--- src/rtl/load_store_unit_if.sv ---
// ---------------------------------------------------------------------------
// load_store_unit_if
//
// Bundles the request/response handshake between the MEM stage and the
// load/store unit together with the word-addressed data memory bus.
//
// Handshake: a request transfers on a rising clock edge where
// req_valid && req_ready. resp_valid is a one-cycle pulse that carries
// resp_rdata and resp_err. No backpressure exists on the response side.
//
// Signals:
//   req_valid/req_ready    request handshake
//   req_store              1 = store, 0 = load
//   req_funct3             RISC-V funct3 (B, H, W, BU, HU)
//   req_addr/req_wdata     byte address and store data
//   resp_valid/resp_rdata/resp_err   completion pulse, load data, reject flag
//   mem_addr/mem_wdata/mem_read/mem_write   memory command (word aligned)
//   mem_rdata              combinational memory read data
//
// Modports:
//   slave  - the load/store unit
//   master - the datapath plus memory (the surrounding environment)
// ---------------------------------------------------------------------------
interface load_store_unit_if;
    logic        req_valid;
    logic        req_ready;
    logic        req_store;
    logic [2:0]  req_funct3;
    logic [31:0] req_addr;
    logic [31:0] req_wdata;
    logic        resp_valid;
    logic [31:0] resp_rdata;
    logic        resp_err;
    logic [31:0] mem_addr;
    logic [31:0] mem_wdata;
    logic        mem_read;
    logic        mem_write;
    logic [31:0] mem_rdata;

    modport slave (
        input  req_valid, req_store, req_funct3, req_addr, req_wdata, mem_rdata,
        output req_ready, resp_valid, resp_rdata, resp_err,
               mem_addr, mem_wdata, mem_read, mem_write
    );

    modport master (
        output req_valid, req_store, req_funct3, req_addr, req_wdata, mem_rdata,
        input  req_ready, resp_valid, resp_rdata, resp_err,
               mem_addr, mem_wdata, mem_read, mem_write
    );
endinterface

--- src/rtl/load_store_unit.sv ---
// ---------------------------------------------------------------------------
// load_store_unit
//
// Multi-cycle initiator for the data memory on behalf of the MEM stage.
// Accepts one RISC-V load/store at a time, aligns byte/half accesses,
// sign/zero-extends loads, and performs read-modify-write for SB/SH.
// Misaligned, illegal and out-of-range requests are answered with resp_err
// without touching memory.
//
// Ports:
//   Clk          clock, all state updates on posedge
//   reset        synchronous, active-high
//   bus          load_store_unit_if.slave (request, response, memory bus)
//   o_dbg_state  current FSM state (IDLE=0, READ=1, WRITE=2, RESP=3)
//
// Latency from acceptance edge T: error T+1, load T+2, SW T+2, SB/SH T+3.
// ---------------------------------------------------------------------------
module load_store_unit #(
    parameter int MEM_WORDS = 35
) (
    input  logic                 Clk,
    input  logic                 reset,
    load_store_unit_if.slave     bus,
    output logic [1:0]           o_dbg_state
);

    typedef enum logic [1:0] {
        IDLE  = 2'd0,
        READ  = 2'd1,
        WRITE = 2'd2,
        RESP  = 2'd3
    } state_t;

    localparam logic [31:0] ADDR_LIMIT = 32'(MEM_WORDS * 4);

    state_t      r_state;
    state_t      w_next;
    logic [1:0]  r_lane;       // addr[1:0] of the captured request
    logic [15:0] r_wdata;      // only the byte/half lanes are needed after capture
    logic [2:0]  r_funct3;
    logic        r_store;
    logic        r_err;
    logic [31:0] r_rdata;      // word sampled in READ
    logic [31:0] r_mem_addr;
    logic [31:0] r_mem_wdata;

    logic        w_accept;
    logic        w_err;
    logic        w_is_sw;
    logic [31:0] w_merge;
    logic [7:0]  w_byte;
    logic [15:0] w_half;
    logic [31:0] w_load;

    assign w_accept = (r_state == IDLE) && bus.req_valid;
    assign w_is_sw  = bus.req_store && (bus.req_funct3 == 3'b010);

    // Request legality, evaluated on the live request in IDLE.
    always_comb begin
        w_err = 1'b0;
        case (bus.req_funct3)
            3'b000:  w_err = 1'b0;
            3'b001:  w_err = bus.req_addr[0];
            3'b010:  w_err = |bus.req_addr[1:0];
            3'b100:  w_err = bus.req_store;
            3'b101:  w_err = bus.req_store | bus.req_addr[0];
            default: w_err = 1'b1;
        endcase
        if (bus.req_addr >= ADDR_LIMIT) begin
            w_err = 1'b1;
        end
    end

    // Sub-word store merge into the word currently on mem_rdata.
    // funct3[0] distinguishes SH (1) from SB (0).
    always_comb begin
        w_merge = bus.mem_rdata;
        if (r_funct3[0]) begin
            w_merge[{r_lane[1], 4'b0000} +: 16] = r_wdata;
        end else begin
            w_merge[{r_lane, 3'b000} +: 8] = r_wdata[7:0];
        end
    end

    // Load lane extraction and extension.
    always_comb begin
        w_byte = r_rdata[{r_lane, 3'b000} +: 8];
        w_half = r_rdata[{r_lane[1], 4'b0000} +: 16];
        case (r_funct3)
            3'b000:  w_load = {{24{w_byte[7]}}, w_byte};
            3'b001:  w_load = {{16{w_half[15]}}, w_half};
            3'b010:  w_load = r_rdata;
            3'b100:  w_load = {24'h0, w_byte};
            3'b101:  w_load = {16'h0, w_half};
            default: w_load = 32'h0;
        endcase
    end

    // State register and captured request fields.
    always_ff @(posedge Clk) begin
        if (reset) begin
            r_state     <= IDLE;
            r_lane      <= 2'b00;
            r_wdata     <= 16'h0;
            r_funct3    <= 3'b000;
            r_store     <= 1'b0;
            r_err       <= 1'b0;
            r_rdata     <= 32'h0;
            r_mem_addr  <= 32'h0;
            r_mem_wdata <= 32'h0;
        end else begin
            r_state <= w_next;
            if (w_accept) begin
                r_lane   <= bus.req_addr[1:0];
                r_wdata  <= bus.req_wdata[15:0];
                r_funct3 <= bus.req_funct3;
                r_store  <= bus.req_store;
                r_err    <= w_err;
                // Memory command registers only move for legal requests so
                // mem_addr/mem_wdata hold their last values through errors.
                if (!w_err) begin
                    r_mem_addr <= {bus.req_addr[31:2], 2'b00};
                    if (w_is_sw) begin
                        r_mem_wdata <= bus.req_wdata;
                    end
                end
            end
            if (r_state == READ) begin
                r_rdata <= bus.mem_rdata;
                if (r_store) begin
                    r_mem_wdata <= w_merge;
                end
            end
        end
    end

    // Next state and handshake/command outputs.
    always_comb begin
        w_next         = r_state;
        bus.req_ready  = 1'b0;
        bus.mem_read   = 1'b0;
        bus.mem_write  = 1'b0;
        bus.resp_valid = 1'b0;
        case (r_state)
            IDLE: begin
                bus.req_ready = 1'b1;
                if (bus.req_valid) begin
                    if (w_err) begin
                        w_next = RESP;
                    end else if (w_is_sw) begin
                        w_next = WRITE;
                    end else begin
                        w_next = READ;
                    end
                end
            end
            READ: begin
                bus.mem_read = 1'b1;
                w_next = r_store ? WRITE : RESP;
            end
            WRITE: begin
                bus.mem_write = 1'b1;
                w_next = RESP;
            end
            RESP: begin
                bus.resp_valid = 1'b1;
                w_next = IDLE;
            end
            default: w_next = IDLE;
        endcase
    end

    assign bus.mem_addr   = r_mem_addr;
    assign bus.mem_wdata  = r_mem_wdata;
    assign bus.resp_err   = (r_state == RESP) && r_err;
    assign bus.resp_rdata = ((r_state == RESP) && !r_store && !r_err) ? w_load : 32'h0;
    assign o_dbg_state    = r_state;

endmodule

--- src/flat_wrapper.sv ---
// flat-port wrapper written by rule: the top's interface ports become plain ports
module load_store_unit_flat 
#(
    parameter int MEM_WORDS = 35
)
  (Clk, reset, o_dbg_state, bus_req_valid, bus_req_store, bus_req_funct3, bus_req_addr, bus_req_wdata, bus_mem_rdata, bus_req_ready, bus_resp_valid, bus_resp_rdata, bus_resp_err, bus_mem_addr, bus_mem_wdata, bus_mem_read, bus_mem_write);
  load_store_unit_if bus_i ();
  input  logic Clk;
  input  logic reset;
  output logic [1:0] o_dbg_state;
  input wire logic [$bits(bus_i.req_valid)-1:0] bus_req_valid;
  input wire logic [$bits(bus_i.req_store)-1:0] bus_req_store;
  input wire logic [$bits(bus_i.req_funct3)-1:0] bus_req_funct3;
  input wire logic [$bits(bus_i.req_addr)-1:0] bus_req_addr;
  input wire logic [$bits(bus_i.req_wdata)-1:0] bus_req_wdata;
  input wire logic [$bits(bus_i.mem_rdata)-1:0] bus_mem_rdata;
  output wire logic [$bits(bus_i.req_ready)-1:0] bus_req_ready;
  output wire logic [$bits(bus_i.resp_valid)-1:0] bus_resp_valid;
  output wire logic [$bits(bus_i.resp_rdata)-1:0] bus_resp_rdata;
  output wire logic [$bits(bus_i.resp_err)-1:0] bus_resp_err;
  output wire logic [$bits(bus_i.mem_addr)-1:0] bus_mem_addr;
  output wire logic [$bits(bus_i.mem_wdata)-1:0] bus_mem_wdata;
  output wire logic [$bits(bus_i.mem_read)-1:0] bus_mem_read;
  output wire logic [$bits(bus_i.mem_write)-1:0] bus_mem_write;
  assign bus_i.req_valid = bus_req_valid;
  assign bus_i.req_store = bus_req_store;
  assign bus_i.req_funct3 = bus_req_funct3;
  assign bus_i.req_addr = bus_req_addr;
  assign bus_i.req_wdata = bus_req_wdata;
  assign bus_i.mem_rdata = bus_mem_rdata;
  assign bus_req_ready = bus_i.req_ready;
  assign bus_resp_valid = bus_i.resp_valid;
  assign bus_resp_rdata = bus_i.resp_rdata;
  assign bus_resp_err = bus_i.resp_err;
  assign bus_mem_addr = bus_i.mem_addr;
  assign bus_mem_wdata = bus_i.mem_wdata;
  assign bus_mem_read = bus_i.mem_read;
  assign bus_mem_write = bus_i.mem_write;
  load_store_unit #(.MEM_WORDS(MEM_WORDS)) u_core (.Clk(Clk), .reset(reset), .bus(bus_i), .o_dbg_state(o_dbg_state));
endmodule
--- config.mk ---
export PLATFORM = sky130hd
export DESIGN_NAME = load_store_unit_flat
export DESIGN_NICKNAME = d
export VERILOG_FILES = /design/src/rtl/load_store_unit_if.sv /design/src/rtl/load_store_unit.sv /design/src/flat_wrapper.sv
export SDC_FILE = /design/constraint.sdc
export NUM_CORES = 1
export LEC_CHECK = 0
export ABC_CLOCK_PERIOD_IN_PS = 3300
export CORE_ASPECT_RATIO = 1.2
export CORE_MARGIN = 2
export CORE_UTILIZATION = 46
export CTS_CLUSTER_SIZE = 25
export DETAILED_ROUTE_END_ITERATION = 8
export PLACE_DENSITY = 0.81
export SKIP_CTS_REPAIR_TIMING = 1
export SYNTH_ARGS = -nofsm -noshare
export SYNTH_HDL_FRONTEND = slang
export SYNTH_SLANG_ARGS = --single-unit
--- constraint.sdc ---
create_clock -name Clk -period 3.3 [get_ports Clk]
set_input_delay 0.66 -clock Clk [delete_from_list [all_inputs] [get_ports Clk]]
set_output_delay 0.66 -clock Clk [all_outputs]
set_load 0.05 [all_outputs]
==> impl_summary.md <==
Run status
The run finished with clean final reports.

Yosys
The number of synthesized flops with an enable pin is 0. The area of the mapped netlist is 5880 µm². During synthesis, Yosys emitted a total of 0 warnings.

The share of synthesized area occupied by flip-flops and latches is 40.5%. Of all flip-flops after synthesis, the portion carrying an async set or reset was 0%. The number of different library cells in the post-synthesis netlist is 44. Averaged over all synthesized cells, the footprint is 8.30 µm². Counting flops and latches in the post-synthesis netlist gives 119. The most used flip-flop cell after synthesis is sky130_fd_sc_hd__dfxtp_1. Synthesis produced a netlist whose cell count is 709.

Place
The cell count after placement is 1039. The detailed placement HPWL is 14600 µm. The weighted congestion at the end of routability-driven global placement is 0.870. The number of buffers inserted by port buffering is 203.

Clock network
CTS saw 119 sinks. The clock passes through at most 2 buffers. The maximum level of the CTS H-tree is 4. The number of buffers created by CTS is 17. The cell sitting at the root of the clock tree is a sky130_fd_sc_hd__clkbuf_16. The later pin in the worst-skew pair is clocked with a latency of 0.41 ns.

After clock tree synthesis, the clock-pin slew on the worst setup and hold paths is 0.05 ns. TritonCTS built the clock tree.

Floorplan
The floorplan die width is 107 µm. The vertical die dimension is 128 µm. The number of primary I/O pins is 206. The site row count is 45.

The placeable core region is 12600 µm². Once the floorplan was initialized, standard cells occupied 46.9% of the core. The die area is 13700 µm².

STA
Headroom to the max-slew limit came out at 26.5%. The number of setup violations in the final report is 0. The count of final hold-check violations is 0. Counting I/O delays and the setup requirement, the final critical path takes 3.16 ns. The top achievable clock speed is 0.317 GHz. At the pin with the least slew margin, the transition time is 1.10 ns.

Between clock sinks in the finished design, the worst skew comes to 0.00577 ns. The final critical-path share of the clock period is 95.6%. Setup repair after global routing left no endpoint under its margin.

The count of pins over their slew limit came to 0. The final total negative setup slack is 0 ns.

Layout
At the end of the flow the core is filled with cells to 70.0%. The filler cells instantiated in the layout total 957. Once layout is complete, the cells apart from fillers number 1071. The commonest non-fill, non-tap cell in the layout is sky130_fd_sc_hd__clkdlybuf4s50_1. The library cells used most frequently in the layout, excluding fill and tap cells, are 170 x sky130_fd_sc_hd__clkdlybuf4s50_1, 118 x sky130_fd_sc_hd__dfxtp_1, 100 x sky130_fd_sc_hd__nor2_1, 67 x sky130_fd_sc_hd__nand2_1, 65 x sky130_fd_sc_hd__a21oi_1.

The fraction of layout instances using a drive strength above 1 is 10.5%. The area overhead of the layout relative to synthesis is 49.4%. The final layout net count is 1006.

The repair_antennas step left the layout with diodes totalling 0.

Setup path
The element type at the critical path start is a flop. The maximum fanout along the worst path is 19. The worst setup path is of the reg -> out kind.

The worst endpoint required time is 2.64 ns. Data arrives at the worst endpoint at 2.50 ns. The worst setup path is captured at an output pin.

Route
Dividing the detail-routed via count by the number of cells gives 5.80. The detailed-routing iteration count for the pre-antenna-repair pass is 6. The final route contains 6211 vias.

The post-detailed-routing wire length is 20100 µm. The average wire length per cell after detail routing is 18.7 µm. In the routed design, unresolved DRC markers number 0.

The post-route antenna net violation count is 0. The detailed router finished its first iteration with 562 violations.

Hold path
The kind of path behind the tightest hold check is reg -> reg.

Global routing
The number of antenna violations at the first check in global routing came to 0. For this run the aggregate overflow at the end of global routing stands at 0. The largest net degree at the start of global routing is 42. The first-pass GRT wire length is 31600 µm. The via count of the first global-routing pass is 6071.

The global-route usage over all layers is 29.1%.

Pwr
Cell internal power was estimated by the tool at 3.49 mW. Of the total power, the clock network draws 44.0%. The power density over the cells is 560 nW/µm². The leakage power is 3.33 nW. The relative contribution of sequential cells to total power is 33.8%. In this run, the combinational gates consume 22.3% of the power.

IR analysis of the VDD net gives a maximum drop of 0.368 mV. The analysis attributes to net switching a power of 1.44 mW. The switching portion of total power is 29.2%.

Job
Across the run, the number of max-cap violations was 0.
==> through the flow <==
step | instance area, µm² | setup slack (ns) | hold slack (ns) | power [mW]
floorplan | 5890 | 0.137 | 0.448 | 2.36
global placement | 8090 | 0.222 | 0.442 | 2.73
detailed placement | 8090 | 0.150 | 0.444 | 2.76
CTS | 8790 | 0.158 | 0.464 | 4.92
global route | 8790 | 0.0408 | 0.478 | 5.09
finish | 8790 | 0.145 | 0.461 | 4.92
==> registers in the layout, summed over array words and instances (netlist names) <==
signal,cells
u_core.bus.mem_addr,30
u_core.bus.mem_wdata,32
u_core.o_dbg_state,2
u_core.r_err,1
u_core.r_funct3,3
u_core.r_lane,2
u_core.r_rdata,32
u_core.r_store,1
u_core.r_wdata,16
==> worst max-delay path, stage by stage, from the launching register on <==
cell	delay, ns
sky130_fd_sc_hd__dfxtp_2	0.63
sky130_fd_sc_hd__mux2_2	0.43
sky130_fd_sc_hd__o211ai_1	0.56
sky130_fd_sc_hd__a21oi_1	0.24
sky130_fd_sc_hd__buf_12	0.22
==> power groups by stage <==
stage / Sequential [mW] / Clock (mW) / Combinational [mW]
after floorplan: 1.72 / 0 / 0.635
after global placement: 1.68 / 0 / 1.05
after detailed placement: 1.68 / 0 / 1.07
after CTS: 1.66 / 2.18 / 1.09
after global routing: 1.67 / 2.25 / 1.17
final: 1.66 / 2.16 / 1.10
==> cell usage after synthesis (14+ instances only) <==
library cell,n,area [µm²]
sky130_fd_sc_hd__a21oi_1,65,325
sky130_fd_sc_hd__nor2_1,100,375
sky130_fd_sc_hd__a22oi_1,14,105
sky130_fd_sc_hd__o21ai_0,23,115
sky130_fd_sc_hd__o311a_1,16,160
sky130_fd_sc_hd__nand2_1,67,251
sky130_fd_sc_hd__and2_1,29,181
sky130_fd_sc_hd__dfxtp_1,119,2380
sky130_fd_sc_hd__clkbuf_1,51,191
sky130_fd_sc_hd__a311oi_1,14,123
sky130_fd_sc_hd__nand3_1,38,190
sky130_fd_sc_hd__a221oi_1,32,280
sky130_fd_sc_hd__mux2i_1,64,641
==> kinds of logic after synthesis <==
group / Yosys count / synth area share, %
buf+inv: 73 / 4.98
compound gates: 185 / 21.7
flops: 119 / 40.5
simple gates: 257 / 19.8
mux: 65 / 11.1
other cells: 1 / 0.0637
fa+ha+maj: 9 / 1.91
==> worst paths after layout <==
| path | from | endpoint | slack, ns | cells past startpoint |
|---|---|---|---|---|
| setup / recovery | u_core.r_lane[1] | bus_resp_rdata[10] | 0.14 | 4 |
| setup reg to reg | u_core.r_lane[1] | u_core.bus.mem_wdata[30] | 0.50 | 7 |
| hold reg to reg | u_core.bus.mem_addr[23] | u_core.bus.mem_addr[23] | 0.46 | 1 |
| hold / removal | u_core.bus.mem_addr[23] | u_core.bus.mem_addr[23] | 0.46 | 1 |
==> final cells by class <==
class	instances	area [µm²]	area share (%)
Clock buffer	21	480	5.46
Inverter	10	37.5	0.427
Clock inverter	11	218	2.48
Sequential cell	119	2380	27.1
Tap cell	164	205	2.33
Timing Repair Buffer	228	2250	25.6
Multi-Input combinational cell	518	3220	36.6
==> routing by layer <==
layer	routed length [µm]	vias to the layer above	global-route usage, %
met4	624	0	12.6
met2	9690	319	48.0
li1	-	2938	-
met1	8060	2911	36.7
met3	1680	43	6.30
met5	0	-	0
Power figures use the tool's default switching activity.
